$ cat config.mk
export PLATFORM = sky130hd
export DESIGN_NAME = uart_tx_ctrl
export DESIGN_NICKNAME = d
export VERILOG_FILES = /design/src/rtl/uart_tx_ctrl_pkg.sv /design/src/rtl/uart_tx_ctrl_timer.sv /design/src/rtl/uart_tx_ctrl.sv
export SDC_FILE = /design/constraint.sdc
export NUM_CORES = 1
export LEC_CHECK = 0
export CORE_MARGIN = 3
export CORE_UTILIZATION = 50
export DETAILED_ROUTE_END_ITERATION = 10
export PLACE_DENSITY = 0.73
export SLEW_MARGIN = 20
export SYNTH_ARGS = -nofsm -noshare
export SYNTH_HDL_FRONTEND = slang
export SYNTH_SLANG_ARGS = --single-unit
$ cat constraint.sdc
create_clock -name clk -period 7.4 [get_ports clk]
set_input_delay 0.74 -clock clk [delete_from_list [all_inputs] [get_ports clk]]
set_output_delay 0.74 -clock clk [all_outputs]
set_load 0.005 [all_outputs]
$ cat src/rtl/uart_tx_ctrl_pkg.sv
// uart_tx_ctrl_pkg: shared types and bit timing for the UART transmitter.
package uart_tx_ctrl_pkg;
    localparam int BIT_TIMING = 8;
    typedef logic bit_t;
    typedef logic [7:0] data_t;
    typedef logic [7:0] uartCounterDataType;
    typedef enum logic [2:0] {IDLE, START, DATA, PARITY, STOP} state_t;
endpackage

$ cat src/rtl/uart_tx_ctrl_timer.sv
// uart_timer: free-running bit timer, cleared by reset_timer, flags terminal count.
module uart_timer
    import uart_tx_ctrl_pkg::*;
#(
    parameter int bit_timing = BIT_TIMING
) (
    input  logic clk,
    input  logic reset,
    input  logic reset_timer,
    output logic next_bit
);
    uartCounterDataType count;
    always_ff @(posedge clk or negedge reset)
        if (!reset) count <= '0;
        else        count <= reset_timer ? '0 : count + 1'b1;
    assign next_bit = count == uartCounterDataType'(bit_timing);
endmodule

$ cat src/rtl/uart_tx_ctrl.sv
// uart_tx_ctrl: 8N1 / 8E1 UART transmit controller driving a registered serial line.
module uart_tx_ctrl
    import uart_tx_ctrl_pkg::*;
#(
    parameter int bit_timing = BIT_TIMING
) (
    input  logic       clk,
    input  logic       reset,
    input  logic       tx_start,
    input  logic [7:0] tx_data,
    input  logic       parity_en,
    output logic       tx_out,
    output logic       tx_busy,
    output logic       tx_done
);
    state_t     state, state_n;
    data_t      data, data_n;
    bit_t       par_en, par_en_n;
    logic [2:0] idx, idx_n;
    bit_t       out_n, busy_n, done_n, reset_timer, rst_tmr_n, next_bit, adv, accept;

    uart_timer #(.bit_timing(bit_timing)) u_timer (
        .clk        (clk),
        .reset      (reset),
        .reset_timer(reset_timer),
        .next_bit   (next_bit)
    );

    // next_bit is only trusted once the timer has actually been cleared
    always_comb begin
        accept   = state == IDLE && tx_start;
        adv      = next_bit && !reset_timer;
        state_n  = state;
        data_n   = data;
        par_en_n = par_en;
        idx_n    = idx;
        done_n   = 1'b0;
        if (accept) begin
            state_n  = START;
            data_n   = tx_data;
            par_en_n = parity_en;
            idx_n    = '0;
        end else if (adv) begin
            case (state)
                START:   state_n = DATA;
                DATA: begin
                    idx_n = idx + 3'd1;
                    if (idx == 3'd7) state_n = par_en ? PARITY : STOP;
                end
                PARITY:  state_n = STOP;
                STOP: begin
                    state_n = IDLE;
                    done_n  = 1'b1;
                end
                default: state_n = IDLE;
            endcase
        end
        busy_n    = state_n != IDLE;
        rst_tmr_n = accept || adv || state_n == IDLE;
        out_n     = state_n == START  ? 1'b0 :
                    state_n == DATA   ? data_n[idx_n] :
                    state_n == PARITY ? ^data_n : 1'b1;
    end

    always_ff @(posedge clk or negedge reset)
        if (!reset) begin
            state       <= IDLE;
            data        <= '0;
            par_en      <= 1'b0;
            idx         <= '0;
            tx_out      <= 1'b1;
            tx_busy     <= 1'b0;
            tx_done     <= 1'b0;
            reset_timer <= 1'b1;
        end else begin
            state       <= state_n;
            data        <= data_n;
            par_en      <= par_en_n;
            idx         <= idx_n;
            tx_out      <= out_n;
            tx_busy     <= busy_n;
            tx_done     <= done_n;
            reset_timer <= rst_tmr_n;
        end
endmodule
==> impl_metrics.prom, run 1 <==
# TYPE chip_impl_metric gauge
chip_impl_metric{name="clk_transition_reported_paths",unit="ns"} 0.15
chip_impl_metric{name="pre_cts_ws",unit="ns"} 4.43
chip_impl_metric{name="num_vias",unit=""} 1075
chip_impl_metric{name="io-pin-count",unit=""} 15
chip_impl_metric{name="row_count",unit=""} 19
chip_impl_metric{name="fin_worst_hold_slack",unit="ns"} 0.492
chip_impl_metric{name="timing.setup.tns",unit="ns"} 0
chip_impl_metric{name="total_power",unit="µW"} 396
chip_impl_info{name="worstHoldStart",value="u_timer.count[0]$_DFF_PN0_"} 1
chip_impl_metric{name="drive_gt1_share",unit="%"} 12.7
chip_impl_metric{name="gr-usage-met1",unit="%"} 25.2
chip_impl_metric{name="io_buffers",unit=""} 14
chip_impl_info{name="startpoint_type",value="flop"} 1
chip_impl_metric{name="fp.dieArea",unit="µm²"} 3660
chip_impl_metric{name="drt_iter0_drc",unit=""} 35
chip_impl_metric{name="hold_viol",unit=""} 0
chip_impl_metric{name="achievable_freq",unit="GHz"} 0.362
chip_impl_metric{name="grt_antenna_before_repair",unit=""} 0
chip_impl_metric{name="final_nets",unit=""} 167
chip_impl_metric{name="power.density",unit="nW/µm²"} 237
chip_impl_metric{name="gp_congestion",unit=""} 0.865
chip_impl_metric{name="wire_per_inst",unit="µm"} 15.5
chip_impl_metric{name="max_cap_check_violation_count",unit=""} 0
chip_impl_info{name="run_status",value="finished clean"} 1
chip_impl_metric{name="fill_cells",unit=""} 242
chip_impl_metric{name="cp.arrival",unit="ns"} 3.04
chip_impl_metric{name="grt_start_max_net_pins",unit=""} 28
chip_impl_metric{name="global_route.usage.met2",unit="%"} 25.2
chip_impl_metric{name="design.core.area",unit="µm²"} 2780
chip_impl_info{name="clock_tree.root_cell",value="sky130_fd_sc_hd__clkbuf_4"} 1
chip_impl_metric{name="timing_worst_slew_pin_value",unit="ns"} 0.989
chip_impl_metric{name="1st_pass_router_iterations",unit=""} 4
chip_impl_info{name="tritoncts",value="done"} 1
chip_impl_info{name="timing.critical_path.to_type",value="flop"} 1
chip_impl_info{name="critical_path_class",value="reg2reg"} 1
chip_impl_metric{name="routed_via_density",unit=""} 5.94
chip_impl_metric{name="grt_remaining_overflow",unit=""} 0
chip_impl_metric{name="post_cts.resized_instances",unit=""} 0
chip_impl_info{name="global_routing_s_busiest_layer",value="met1"} 1
chip_impl_info{name="unrepaired_setup_endpoints_after_global_routing",value="no"} 1
chip_impl_metric{name="post_cts_buffers",unit=""} 0
chip_impl_metric{name="growth_of_design_area_from_synthesis_to_finish",unit="%"} 12.8
chip_impl_metric{name="floorplan.die.width",unit="µm"} 60.5
chip_impl_metric{name="route.detailed.drc",unit=""} 0
chip_impl_metric{name="p_leak",unit="µW"} 0.000708
chip_impl_metric{name="synthDistinctLibCells",unit=""} 40
chip_impl_metric{name="antenna_diode_instance_count",unit=""} 0
chip_impl_metric{name="cts-hold-fix-buffers",unit=""} 0
chip_impl_metric{name="synth_top_area_share",unit="%"} 42.2
chip_impl_metric{name="critical_path.max_fanout",unit=""} 6
chip_impl_metric{name="finalClockSkew",unit="ns"} 0.00925
chip_impl_metric{name="setup-violations-final",unit=""} 0
chip_impl_metric{name="timing.critical_path.required",unit="ns"} 7.68
chip_impl_metric{name="routed_wl",unit="mm"} 2.81
chip_impl_metric{name="ys_warn_count",unit=""} 0
chip_impl_metric{name="dpl.cell_count",unit=""} 177
chip_impl_metric{name="cells_after_synthesis",unit=""} 135
chip_impl_metric{name="cts.htree.levels",unit=""} 1
chip_impl_info{name="critical_path.reg2reg.startpoint",value="u_timer.count[0]$_DFF_PN0_"} 1
chip_impl_metric{name="worst_slew_margin_rel",unit="%"} 33.2
chip_impl_metric{name="clock_insertion_delay_at_the_later_pin_of_the_skew_report",unit="ns"} 0.33
chip_impl_metric{name="ys_ff_latch",unit=""} 27
chip_impl_metric{name="fin_cells",unit=""} 181
chip_impl_metric{name="clk_path_buf_depth",unit=""} 2
chip_impl_metric{name="worst_setup_slack_after_layout",unit="ns"} 4.64
chip_impl_metric{name="antenna_violating_nets_post_route",unit=""} 0
chip_impl_metric{name="peakVddDrop",unit="µV"} 176
chip_impl_metric{name="syn_nets",unit=""} 151
chip_impl_metric{name="tritoncts_sinks",unit=""} 27
chip_impl_metric{name="seq_total_area_yosys",unit="%"} 45.7
chip_impl_metric{name="starting_density",unit="%"} 53.4
chip_impl_metric{name="groute.usage.overall",unit="%"} 17.3
chip_impl_metric{name="gr-usage-met3",unit="%"} 2.98
chip_impl_info{name="hold_path_class",value="reg2reg"} 1
chip_impl_metric{name="finalMaxSlewViolations",unit=""} 0
chip_impl_metric{name="synth_area_per_cell",unit="µm²"} 11.0
chip_impl_metric{name="place.detailed.hpwl",unit="mm"} 2.05
chip_impl_info{name="yosys.area.top_type",value="sky130_fd_sc_hd__dfrtp_1"} 1
chip_impl_metric{name="grt_pass1_wl",unit="mm"} 4.72
chip_impl_metric{name="die_height",unit="µm"} 60.5
chip_impl_info{name="cp-startpoint",value="u_timer.count[0]$_DFF_PN0_"} 1
chip_impl_metric{name="post-route-min-period",unit="ns"} 2.76
chip_impl_info{name="yosys-top-cells-area",value="sky130_fd_sc_hd__dfrtp_1, sky130_fd_sc_hd__xnor2_1, sky130_fd_sc_hd__mux2_2"} 1
chip_impl_metric{name="number_of_buffers_added_by_the_clock_tree_synthesis_step",unit=""} 3
chip_impl_metric{name="min_period_over_period",unit="%"} 37.3
chip_impl_metric{name="synth.cell_area",unit="µm²"} 1480
chip_impl_metric{name="first_global_vias",unit=""} 1018
## where the power goes
part	total [µW]	internal, µW	switching, µW
clock network	64.6	20.3	44.3
logic	134	72.0	62.4
registers	197	173	24.2
total	396	266	131
## final timing paths
kind,to,slack (ns),cells after the start
max in group asynchronous,reset_timer$_DFF_PN1_,6.34,2
worst max-delay path,tx_out$_DFF_PN1_,4.64,8
worst max register to register,tx_out$_DFF_PN1_,4.64,8
worst min register to register,u_timer.count[0]$_DFF_PN0_,0.49,1
min in group asynchronous,par_en$_DFFE_PN0N_,0.76,2
worst min-delay path,u_timer.count[0]$_DFF_PN0_,0.49,1
## registers in the layout, summed over array words and instances (netlist names)
| register | flops |
|---|---|
| data | 8 |
| idx | 3 |
| par_en | 1 |
| reset_timer | 1 |
| state | 3 |
| tx_busy | 1 |
| tx_done | 1 |
| tx_out | 1 |
| u_timer.count | 8 |
## stage by stage
stage	cell area, µm²	util [%]
after global routing	1670	60.2
after floorplan	1480	-
after detailed placement	1650	59.2
final	1670	60.2
after CTS	1670	60.2
after global placement	1650	59.2
## cell type report
class                           instances  area, µm²  area share (%)
Multi-Input combinational cell         97        756            45.1
Clock inverter                          1       5.00           0.299
Tap cell                               31       38.8            2.32
Clock buffer                            3       22.5            1.35
Inverter                                7       26.3            1.57
Sequential cell                        27        678            40.5
Timing Repair Buffer                   15        148            8.82
## worst max-delay path, stage by stage, from the launching register on
cell and delay, ns:
sky130_fd_sc_hd__dfrtp_1 0.43, sky130_fd_sc_hd__inv_1 0.07, sky130_fd_sc_hd__ha_1 0.16, sky130_fd_sc_hd__nor4b_1 0.74
sky130_fd_sc_hd__nand4_1 0.25, sky130_fd_sc_hd__a21oi_1 0.27, sky130_fd_sc_hd__mux4_1 0.58, sky130_fd_sc_hd__a21oi_1 0.16
sky130_fd_sc_hd__o21ai_1 0.08
## cells in the mapped netlist
cell / n
sky130_fd_sc_hd__a211o_1: 1
sky130_fd_sc_hd__a211oi_1: 4
sky130_fd_sc_hd__a21boi_0: 1
sky130_fd_sc_hd__a21o_1: 3
sky130_fd_sc_hd__a21oi_1: 3
sky130_fd_sc_hd__a221oi_1: 1
sky130_fd_sc_hd__a41oi_1: 1
sky130_fd_sc_hd__and2_1: 2
sky130_fd_sc_hd__and2b_2: 1
sky130_fd_sc_hd__and3_1: 2
sky130_fd_sc_hd__buf_1: 1
sky130_fd_sc_hd__buf_2: 1
sky130_fd_sc_hd__buf_6: 1
sky130_fd_sc_hd__clkbuf_1: 1
sky130_fd_sc_hd__dfrtp_1: 25
sky130_fd_sc_hd__dfstp_2: 2
sky130_fd_sc_hd__ha_1: 4
sky130_fd_sc_hd__inv_1: 7
sky130_fd_sc_hd__mux2_2: 6
sky130_fd_sc_hd__mux2i_1: 3
sky130_fd_sc_hd__mux4_1: 1
sky130_fd_sc_hd__nand2_1: 3
sky130_fd_sc_hd__nand3_1: 7
sky130_fd_sc_hd__nand4_1: 2
sky130_fd_sc_hd__nand4b_1: 1
sky130_fd_sc_hd__nor2_1: 9
sky130_fd_sc_hd__nor3_1: 2
sky130_fd_sc_hd__nor3b_1: 1
sky130_fd_sc_hd__nor4_1: 1
sky130_fd_sc_hd__nor4b_1: 3
sky130_fd_sc_hd__o211ai_1: 1
sky130_fd_sc_hd__o21ai_0: 3
sky130_fd_sc_hd__o21ai_1: 1
sky130_fd_sc_hd__o31ai_1: 4
sky130_fd_sc_hd__or3_1: 1
sky130_fd_sc_hd__or3b_2: 2
sky130_fd_sc_hd__or4_4: 1
sky130_fd_sc_hd__or4b_4: 2
sky130_fd_sc_hd__xnor2_1: 16
sky130_fd_sc_hd__xor2_1: 4
## metal layers
layer	routed length, µm	part of all wire (%)
met1	1430	51
met3	118	4.2
met2	1240	44
met4	31	1.1
met5	0	0
## cell families (layout without fill, tap and decap cells)
group / Yosys count / after routing / share of synthesized area, %
adders and majority gates: 4 / 4 / 3.37
buffers and inverters: 11 / 26 / 3.37
muxes: 10 / 10 / 8.35
and+or+nand+nor: 40 / 40 / 16.7
DFF: 27 / 27 / 45.7
xor gates and xnor gates: 20 / 20 / 11.8
AOI/OAI and AO/OA: 23 / 23 / 10.7
## cells in the final DEF, fill, tap and decap left out, types with 2 or more instances in the layout
cell,n
sky130_fd_sc_hd__ha_1,4
sky130_fd_sc_hd__dfrtp_1,25
sky130_fd_sc_hd__nor3_1,2
sky130_fd_sc_hd__clkdlybuf4s50_1,14
sky130_fd_sc_hd__or4b_4,2
sky130_fd_sc_hd__xor2_1,4
sky130_fd_sc_hd__and2_1,2
sky130_fd_sc_hd__nand2_1,3
sky130_fd_sc_hd__inv_1,7
sky130_fd_sc_hd__dfstp_2,2
sky130_fd_sc_hd__mux2i_1,3
sky130_fd_sc_hd__nor2_1,9
sky130_fd_sc_hd__mux2_2,6
sky130_fd_sc_hd__xnor2_1,16
sky130_fd_sc_hd__o21ai_0,3
sky130_fd_sc_hd__clkbuf_4,3
sky130_fd_sc_hd__a21o_1,3
sky130_fd_sc_hd__a211oi_1,4
sky130_fd_sc_hd__a21oi_1,3
sky130_fd_sc_hd__o31ai_1,4
sky130_fd_sc_hd__nor4b_1,3
sky130_fd_sc_hd__and3_1,2
sky130_fd_sc_hd__nand3_1,7
sky130_fd_sc_hd__or3b_2,2
sky130_fd_sc_hd__nand4_1,2
(Power assumes the default switching activity.)
==> run 2, diff against run 1 <==
==> constraint.sdc (replaced) <==
create_clock -name clk -period 2.55 [get_ports clk]
set_input_delay 0.255 -clock clk [delete_from_list [all_inputs] [get_ports clk]]
set_output_delay 0.255 -clock clk [all_outputs]
set_load 0.005 [all_outputs]
==> run 2 against run 1 <==
Effect of this change: wire length grew 2.9%; maximum frequency is 12% higher; first-iteration DRC count increased by 23%; sequential share of layout area fell by 1.2 points; utilization grew 1.8 points; critical endpoint unchanged.
==> impl_metrics.prom, run 2 (synthesized netlist as in run 1, its figures left out) <==
# TYPE chip_impl_metric gauge
chip_impl_metric{name="finalMaxSlewViolations",unit=""} 0
chip_impl_metric{name="design.core.area",unit="µm²"} 2780
chip_impl_info{name="clock_tree.root_cell",value="sky130_fd_sc_hd__clkbuf_4"} 1
chip_impl_metric{name="timing_worst_slew_pin_value",unit="ns"} 0.511
chip_impl_metric{name="wire_per_inst",unit="µm"} 15.5
chip_impl_metric{name="io-pin-count",unit=""} 15
chip_impl_info{name="unrepaired_setup_endpoints_after_global_routing",value="yes"} 1
chip_impl_info{name="run_status",value="finished clean"} 1
chip_impl_info{name="most-common-layout-cells",value="sky130_fd_sc_hd__dfrtp_1, sky130_fd_sc_hd__xnor2_1, sky130_fd_sc_hd__clkdlybuf4s50_1"} 1
chip_impl_metric{name="route.detailed.drc",unit=""} 0
chip_impl_info{name="mostFrequentLayoutCell",value="sky130_fd_sc_hd__dfrtp_1"} 1
chip_impl_metric{name="post-route-min-period",unit="ns"} 2.46
chip_impl_metric{name="cp.arrival",unit="ns"} 2.74
chip_impl_metric{name="critical_path.max_fanout",unit=""} 5
chip_impl_metric{name="worst_slew_margin_rel",unit="%"} 65.9
chip_impl_metric{name="num_vias",unit=""} 1097
chip_impl_metric{name="io_buffers",unit=""} 14
chip_impl_metric{name="clk_transition_reported_paths",unit="ns"} 0.14
chip_impl_metric{name="routed_wl",unit="mm"} 2.89
chip_impl_metric{name="clock_insertion_delay_at_the_later_pin_of_the_skew_report",unit="ns"} 0.33
chip_impl_metric{name="timing.critical_path.required",unit="ns"} 2.82
chip_impl_metric{name="clk_path_buf_depth",unit=""} 2
chip_impl_info{name="critical_path_class",value="reg2reg"} 1
chip_impl_metric{name="placedInstanceArea",unit="µm²"} 1680
chip_impl_metric{name="place.detailed.hpwl",unit="mm"} 2.17
chip_impl_metric{name="antenna_violating_nets_post_route",unit=""} 0
chip_impl_metric{name="final_nets",unit=""} 173
chip_impl_metric{name="grt_pass1_wl",unit="mm"} 4.83
chip_impl_metric{name="achievable_freq",unit="GHz"} 0.406
chip_impl_info{name="layout_top_registers",value="data: 8 flops, u_timer.count: 8 flops"} 1
chip_impl_metric{name="fill_cells",unit=""} 209
chip_impl_metric{name="starting_density",unit="%"} 53.4
chip_impl_metric{name="growth_of_design_area_from_synthesis_to_finish",unit="%"} 16.3
chip_impl_metric{name="setup-violations-final",unit=""} 0
chip_impl_info{name="startpoint_type",value="flop"} 1
chip_impl_metric{name="die_height",unit="µm"} 60.5
chip_impl_metric{name="min_period_over_period",unit="%"} 96.6
chip_impl_metric{name="final-seq-area",unit="µm²"} 678
chip_impl_metric{name="row_count",unit=""} 19
chip_impl_metric{name="fp.dieArea",unit="µm²"} 3660
chip_impl_metric{name="routed_via_density",unit=""} 5.87
chip_impl_metric{name="grt_start_max_net_pins",unit=""} 28
chip_impl_metric{name="total_power",unit="µW"} 1170
chip_impl_metric{name="grt_remaining_overflow",unit=""} 0
chip_impl_metric{name="power.density",unit="nW/µm²"} 679
chip_impl_metric{name="antenna_diode_instance_count",unit=""} 0
chip_impl_metric{name="postLayoutCellArea",unit="µm²"} 1730
chip_impl_info{name="tritoncts",value="done"} 1
chip_impl_metric{name="cts-hold-fix-buffers",unit=""} 0
chip_impl_metric{name="cts.htree.levels",unit=""} 1
chip_impl_metric{name="p_leak",unit="µW"} 0.000738
chip_impl_metric{name="gp_congestion",unit=""} 0.935
chip_impl_metric{name="multi_input_gate_area",unit="µm²"} 762
chip_impl_metric{name="tritoncts_sinks",unit=""} 27
chip_impl_metric{name="max_cap_check_violation_count",unit=""} 0
chip_impl_metric{name="grt_antenna_before_repair",unit=""} 0
chip_impl_metric{name="first_global_vias",unit=""} 1047
chip_impl_metric{name="peakVddDrop",unit="µV"} 459
chip_impl_metric{name="number_of_buffers_added_by_the_clock_tree_synthesis_step",unit=""} 3
chip_impl_info{name="timing.critical_path.to_type",value="flop"} 1
chip_impl_info{name="hold_path_class",value="in2async"} 1
chip_impl_metric{name="floorplan.die.width",unit="µm"} 60.5
chip_impl_metric{name="drive_gt1_share",unit="%"} 16.7
chip_impl_metric{name="1st_pass_router_iterations",unit=""} 4
chip_impl_metric{name="finalClockSkew",unit="ns"} 0.00111
chip_impl_metric{name="drt_iter0_drc",unit=""} 43
chip_impl_metric{name="groute.usage.overall",unit="%"} 17.9
chip_impl_metric{name="hold_viol",unit=""} 0
chip_impl_metric{name="timing.setup.tns",unit="ns"} 0
[run 2: worst paths after layout]
check                      depth (start not counted)  slack, ns                       start                 end
max                                                8       0.09  u_timer.count[0]$_DFF_PN0_    tx_out$_DFF_PN1_
min                                                2       0.27                       reset  par_en$_DFFE_PN0N_
max reg2reg                                        8       0.09  u_timer.count[0]$_DFF_PN0_    tx_out$_DFF_PN1_
min reg2reg                                        1       0.58           data[4]$_DFF_PN0_   data[4]$_DFF_PN0_
max in group asynchronous                          2       1.98                       reset    tx_out$_DFF_PN1_
min in group clk                                   3       0.49                   parity_en  par_en$_DFFE_PN0N_
[run 2: power breakdown]
group	total, µW	switching [µW]	internal [µW]
Combinational	409	180	229
Clock	186	127	59.0
Sequential	577	73.9	503
[run 2: what timing repair did]
item	CTS	global route
setup buffers	0	2
endpoints found under the hold margin	0	0
setup endpoints to repair	0	1
gates resized for setup	0	1
[run 2: layout make-up]
type / count / area share (%)
Clock buffer: 3 / 1.31
Clock inverter: 1 / 0.290
Inverter: 7 / 1.52
Multi-Input combinational cell: 97 / 44.2
Sequential cell: 27 / 39.3
Tap cell: 31 / 2.25
Timing Repair Buffer: 21 / 11.2
[run 2: metrics by stage]
stage,setup WS (ns),hold slack (ns),util (%),std cells
2_1_floorplan,0.164,-0.0406,-,135
3_3_place_gp,0.195,0.460,60.3,181
3_5_place_dp,0.0431,0.502,60.3,181
4_1_cts,0.0121,0.276,61.3,185
5_1_grt,-0.0332,0.290,62.0,187
6_report,0.0859,0.272,62.0,187
[run 2: worst max-delay path, cell delays in order, from the launching register on]
cell                       delay [ns]
sky130_fd_sc_hd__dfrtp_1         0.44
sky130_fd_sc_hd__inv_1           0.07
sky130_fd_sc_hd__ha_1            0.14
sky130_fd_sc_hd__or4b_4          0.49
sky130_fd_sc_hd__or4_4           0.51
sky130_fd_sc_hd__a21o_1          0.25
sky130_fd_sc_hd__a221oi_2        0.29
sky130_fd_sc_hd__nor3_1          0.08
sky130_fd_sc_hd__o21ai_1         0.13
[run 2: layer usage]
layer	global-route usage, %	up-vias	share of wire (%)
li1	-	533	-
met1	24.0	533	47
met2	28.7	27	46
met3	5.32	4	4.7
met4	4.64	0	1.4
met5	0	-	0
==> run 3, diff against run 2 <==
--- a/config.mk
+++ b/config.mk
@@ -7,9 +7,11 @@
 export LEC_CHECK = 0
 export CORE_MARGIN = 3
 export CORE_UTILIZATION = 50
+export CTS_CLUSTER_DIAMETER = 80
 export DETAILED_ROUTE_END_ITERATION = 10
 export PLACE_DENSITY = 0.73
 export SLEW_MARGIN = 20
 export SYNTH_ARGS = -nofsm -noshare
 export SYNTH_HDL_FRONTEND = slang
+export SYNTH_HIERARCHICAL = 1
 export SYNTH_SLANG_ARGS = --single-unit
==> run 3 against run 2 <==
Effect of this change: the flow now finishes with violations (setup timing); power increased by 92%; clock-buffer cell count is 1 higher; global-route usage is 2.2 points higher; largest cell class unchanged.
==> impl_metrics.prom, run 3 <==
# TYPE chip_impl_metric gauge
chip_impl_info{name="run_status",value="finished, violations left"} 1
chip_impl_info{name="violated_checks",value="setup timing"} 1
chip_impl_metric{name="power.density",unit="nW/µm²"} 1180
chip_impl_info{name="mostFrequentLayoutCell",value="sky130_fd_sc_hd__nand2_1"} 1
chip_impl_metric{name="clock_insertion_delay_at_the_later_pin_of_the_skew_report",unit="ns"} 0.33
chip_impl_metric{name="antenna_diode_instance_count",unit=""} 0
chip_impl_metric{name="grt_pass1_wl",unit="mm"} 5.62
chip_impl_metric{name="critical_path_depth",unit=""} 12
chip_impl_metric{name="grt_antenna_before_repair",unit=""} 0
chip_impl_info{name="synth.most_common_cell",value="sky130_fd_sc_hd__nand2_1"} 1
chip_impl_metric{name="wire_per_inst",unit="µm"} 15.5
chip_impl_metric{name="ys_ff_latch",unit=""} 27
chip_impl_metric{name="io-pin-count",unit=""} 15
chip_impl_metric{name="synth_async_sr_flop_share",unit="%"} 100
chip_impl_info{name="yosys.area.top_type",value="sky130_fd_sc_hd__dfrtp_1"} 1
chip_impl_info{name="global_routing_s_busiest_layer",value="met2"} 1
chip_impl_metric{name="1st_pass_router_iterations",unit=""} 4
chip_impl_info{name="startpoint_type",value="flop"} 1
chip_impl_metric{name="fp.dieArea",unit="µm²"} 3800
chip_impl_metric{name="worst-r2r-cell-count",unit=""} 12
chip_impl_metric{name="timing.reg2reg.setup_slack",unit="ns"} -0.12
chip_impl_metric{name="ys_warn_count",unit=""} 6
chip_impl_metric{name="achievable_freq",unit="GHz"} 0.374
chip_impl_metric{name="antenna_violating_nets_post_route",unit=""} 0
chip_impl_metric{name="drt_iter0_drc",unit=""} 91
chip_impl_metric{name="seq_total_area_yosys",unit="%"} 43.9
chip_impl_info{name="critical_path_class",value="reg2reg"} 1
chip_impl_metric{name="cts.htree.levels",unit=""} 1
chip_impl_info{name="unrepaired_setup_endpoints_after_global_routing",value="yes"} 1
chip_impl_info{name="timing.critical_path.to_type",value="flop"} 1
chip_impl_metric{name="timing.setup.tns",unit="ns"} -0.121
chip_impl_metric{name="place.detailed.hpwl",unit="mm"} 2.50
chip_impl_info{name="primary_ff_master_synth",value="sky130_fd_sc_hd__dfrtp_1"} 1
chip_impl_metric{name="routed_wl",unit="mm"} 3.48
chip_impl_metric{name="row_count",unit=""} 19
chip_impl_metric{name="finalMaxSlewViolations",unit=""} 0
chip_impl_info{name="tritoncts",value="done"} 1
chip_impl_metric{name="clk_path_buf_depth",unit=""} 2
chip_impl_metric{name="die_height",unit="µm"} 61.6
chip_impl_metric{name="gr-usage-met1",unit="%"} 28.5
chip_impl_metric{name="timing_worst_slew_pin_value",unit="ns"} 0.333
chip_impl_metric{name="hold_viol",unit=""} 0
chip_impl_metric{name="cts-hold-fix-buffers",unit=""} 0
chip_impl_metric{name="grt_start_max_net_pins",unit=""} 28
chip_impl_info{name="critical-path-top-delay-family",value="simple AND/OR/NAND/NOR gates"} 1
chip_impl_metric{name="final_nets",unit=""} 211
chip_impl_metric{name="synthDistinctLibCells",unit=""} 42
chip_impl_metric{name="clk_transition_reported_paths",unit="ns"} 0.14
chip_impl_metric{name="synth.cell_area",unit="µm²"} 1550
chip_impl_metric{name="post-route-min-period",unit="ns"} 2.67
chip_impl_metric{name="min_period_over_period",unit="%"} 105
chip_impl_metric{name="design.core.area",unit="µm²"} 2850
chip_impl_metric{name="worstPathBufferInverterCount",unit=""} 3
chip_impl_info{name="most-common-layout-cells",value="sky130_fd_sc_hd__nand2_1, sky130_fd_sc_hd__dfrtp_1, sky130_fd_sc_hd__xnor2_1"} 1
chip_impl_info{name="hold_path_class",value="in2async"} 1
chip_impl_info{name="synthTopCellsByCount",value="sky130_fd_sc_hd__nand2_1, sky130_fd_sc_hd__dfrtp_1, sky130_fd_sc_hd__xnor2_1"} 1
chip_impl_metric{name="critPathMaxStageDelay",unit="ns"} 0.47
chip_impl_metric{name="grt_remaining_overflow",unit=""} 0
chip_impl_metric{name="placedInstanceArea",unit="µm²"} 1780
chip_impl_metric{name="timing.critical_path.required",unit="ns"} 2.81
chip_impl_metric{name="gp_congestion",unit=""} 0.922
chip_impl_metric{name="num_vias",unit=""} 1272
chip_impl_metric{name="fin_worst_hold_slack",unit="ns"} 0.279
chip_impl_metric{name="synth_top_area_share",unit="%"} 40.5
chip_impl_metric{name="syn_nets",unit=""} 182
chip_impl_metric{name="tritoncts_sinks",unit=""} 27
chip_impl_info{name="layout_top_registers",value="data: 8 flops, u_timer/count: 8 flops"} 1
chip_impl_metric{name="final_core_util",unit="%"} 66.8
chip_impl_metric{name="route.detailed.drc",unit=""} 0
chip_impl_metric{name="routed_via_density",unit=""} 5.65
chip_impl_info{name="clock_tree.root_cell",value="sky130_fd_sc_hd__clkbuf_4"} 1
chip_impl_metric{name="first_global_vias",unit=""} 1215
chip_impl_metric{name="peakVddDrop",unit="µV"} 623
chip_impl_info{name="standard_cell_with_the_maximum_stage_delay_on_the_critical_path",value="sky130_fd_sc_hd__or4b_4"} 1
chip_impl_info{name="yosys-top-cells-area",value="sky130_fd_sc_hd__dfrtp_1, sky130_fd_sc_hd__xnor2_1, sky130_fd_sc_hd__nand2_1"} 1
chip_impl_metric{name="p_leak",unit="µW"} 0.000859
chip_impl_metric{name="worst_setup_slack_after_layout",unit="ns"} -0.121
chip_impl_metric{name="postLayoutCellArea",unit="µm²"} 1910
chip_impl_metric{name="cells_after_synthesis",unit=""} 166
chip_impl_metric{name="cp.arrival",unit="ns"} 2.93
chip_impl_metric{name="synth-edff-count",unit=""} 0
chip_impl_metric{name="growth_of_design_area_from_synthesis_to_finish",unit="%"} 23.2
chip_impl_info{name="cell_type_with_the_highest_occurrence_count_on_the_critical_path",value="sky130_fd_sc_hd__buf_4"} 1
chip_impl_metric{name="setup-violations-final",unit=""} 1
chip_impl_metric{name="io_buffers",unit=""} 14
chip_impl_metric{name="drive_gt1_share",unit="%"} 19.6
chip_impl_metric{name="number_of_buffers_added_by_the_clock_tree_synthesis_step",unit=""} 3
chip_impl_metric{name="starting_density",unit="%"} 54.2
chip_impl_metric{name="groute.usage.overall",unit="%"} 20.2
chip_impl_info{name="cp_cell_sequence",value="inv_1 -> ha_1 -> or4b_4 -> nor4b_4 -> nand3b_1 -> buf_4 -> nor3_2 -> buf_4 -> o21a_1 -> o32ai_1 -> and3_1 -> o31ai_2"} 1
chip_impl_metric{name="synth_area_per_cell",unit="µm²"} 9.32
chip_impl_metric{name="gr-usage-met3",unit="%"} 3.14
chip_impl_metric{name="finalClockSkew",unit="ns"} 0.00395
chip_impl_metric{name="floorplan.die.width",unit="µm"} 61.6
chip_impl_metric{name="global_route.usage.met2",unit="%"} 32.0
chip_impl_metric{name="max_cap_check_violation_count",unit=""} 0
chip_impl_metric{name="critical_path.max_fanout",unit=""} 4
chip_impl_metric{name="worst_slew_margin_rel",unit="%"} 77.8
[run 3: cell types whose count changed after synthesis, moves of 3 or more]
cell / delta
sky130_fd_sc_hd__a211oi_1: -3
sky130_fd_sc_hd__o21ai_0: +4
sky130_fd_sc_hd__nor3_1: +3
sky130_fd_sc_hd__a21oi_1: +7
sky130_fd_sc_hd__mux2_2: -6
sky130_fd_sc_hd__nand2_1: +27
sky130_fd_sc_hd__or3_1: +4
sky130_fd_sc_hd__o31ai_1: -4
[run 3: repair_timing]
action / 4_1_cts / 5_1_grt
buffers inserted: 1 / 3
gates resized for setup: 4 / 12
pin swaps: 0 / 5
hold endpoints to repair: 0 / 0
setup endpoints to repair: 1 / 2
[run 3: path summary, 6_finish.rpt]
kind | start | end
max | u_timer/count[1]$_DFF_PN0_ | tx_out$_DFF_PN1_
min reg2reg | par_en$_DFFE_PN0N_ | par_en$_DFFE_PN0N_
min | reset | tx_done$_DFF_PN0_
min in group clk | parity_en | par_en$_DFFE_PN0N_
max in group asynchronous | reset | reset_timer$_DFF_PN1_
max reg2reg | u_timer/count[1]$_DFF_PN0_ | tx_out$_DFF_PN1_
[run 3: per-stage QoR]
stage	total power [µW]	setup slack (ns)	instances
after global routing	2420	-0.236	225
after global placement	1920	-0.0314	217
final	2240	-0.121	225
after CTS	2170	-0.0499	222
after detailed placement	1930	-0.0795	217
after floorplan	1600	0.0646	166
[run 3: logic make-up (layout without fill, tap and decap cells)]
| group | count (synthesis) | count (layout) | synth area share [%] |
|---|---|---|---|
| multiplexers | 2 | 2 | 1.29 |
| XOR/XNOR | 17 | 17 | 9.63 |
| AO/OA/AOI/OAI | 32 | 32 | 13.7 |
| AND/OR/NAND/NOR | 74 | 74 | 25.7 |
| buffers and inverters | 10 | 38 | 2.59 |
| flip-flops | 27 | 27 | 43.9 |
| adder cells (fa/ha/maj) | 4 | 4 | 3.24 |
[run 3: worst reg2reg max path: stages, from the launching register on]
cell	delay, ns
sky130_fd_sc_hd__dfrtp_1	0.41
sky130_fd_sc_hd__inv_1	0.06
sky130_fd_sc_hd__ha_1	0.12
sky130_fd_sc_hd__or4b_4	0.47
sky130_fd_sc_hd__nor4b_4	0.30
sky130_fd_sc_hd__nand3b_1	0.21
sky130_fd_sc_hd__buf_4	0.19
sky130_fd_sc_hd__nor3_2	0.12
sky130_fd_sc_hd__buf_4	0.15
sky130_fd_sc_hd__o21a_1	0.12
sky130_fd_sc_hd__o32ai_1	0.09
sky130_fd_sc_hd__and3_1	0.20
sky130_fd_sc_hd__o31ai_2	0.17
[run 3: where the power goes]
group,switching [µW],internal (µW)
registers,208,614
logic,600,633
clock network,127,61.5
total,936,1310
[run 3: layout make-up]
| cell class | instances | area (µm²) |
|---|---|---|
| tap | 31 | 38.8 |
| multi-input combinational | 129 | 891 |
| fill | 239 | 947 |
| clock buffer | 4 | 26.3 |
| timing repair buffer | 28 | 249 |
| inverter | 6 | 22.5 |
| sequential | 27 | 678 |
[run 3: routing by layer]
metal / vias to the layer above / wire (µm)
met5: - / 0
met4: 0 / 51
met3: 7 / 132
met2: 24 / 1630
met1: 608 / 1670
li1: 633 / -
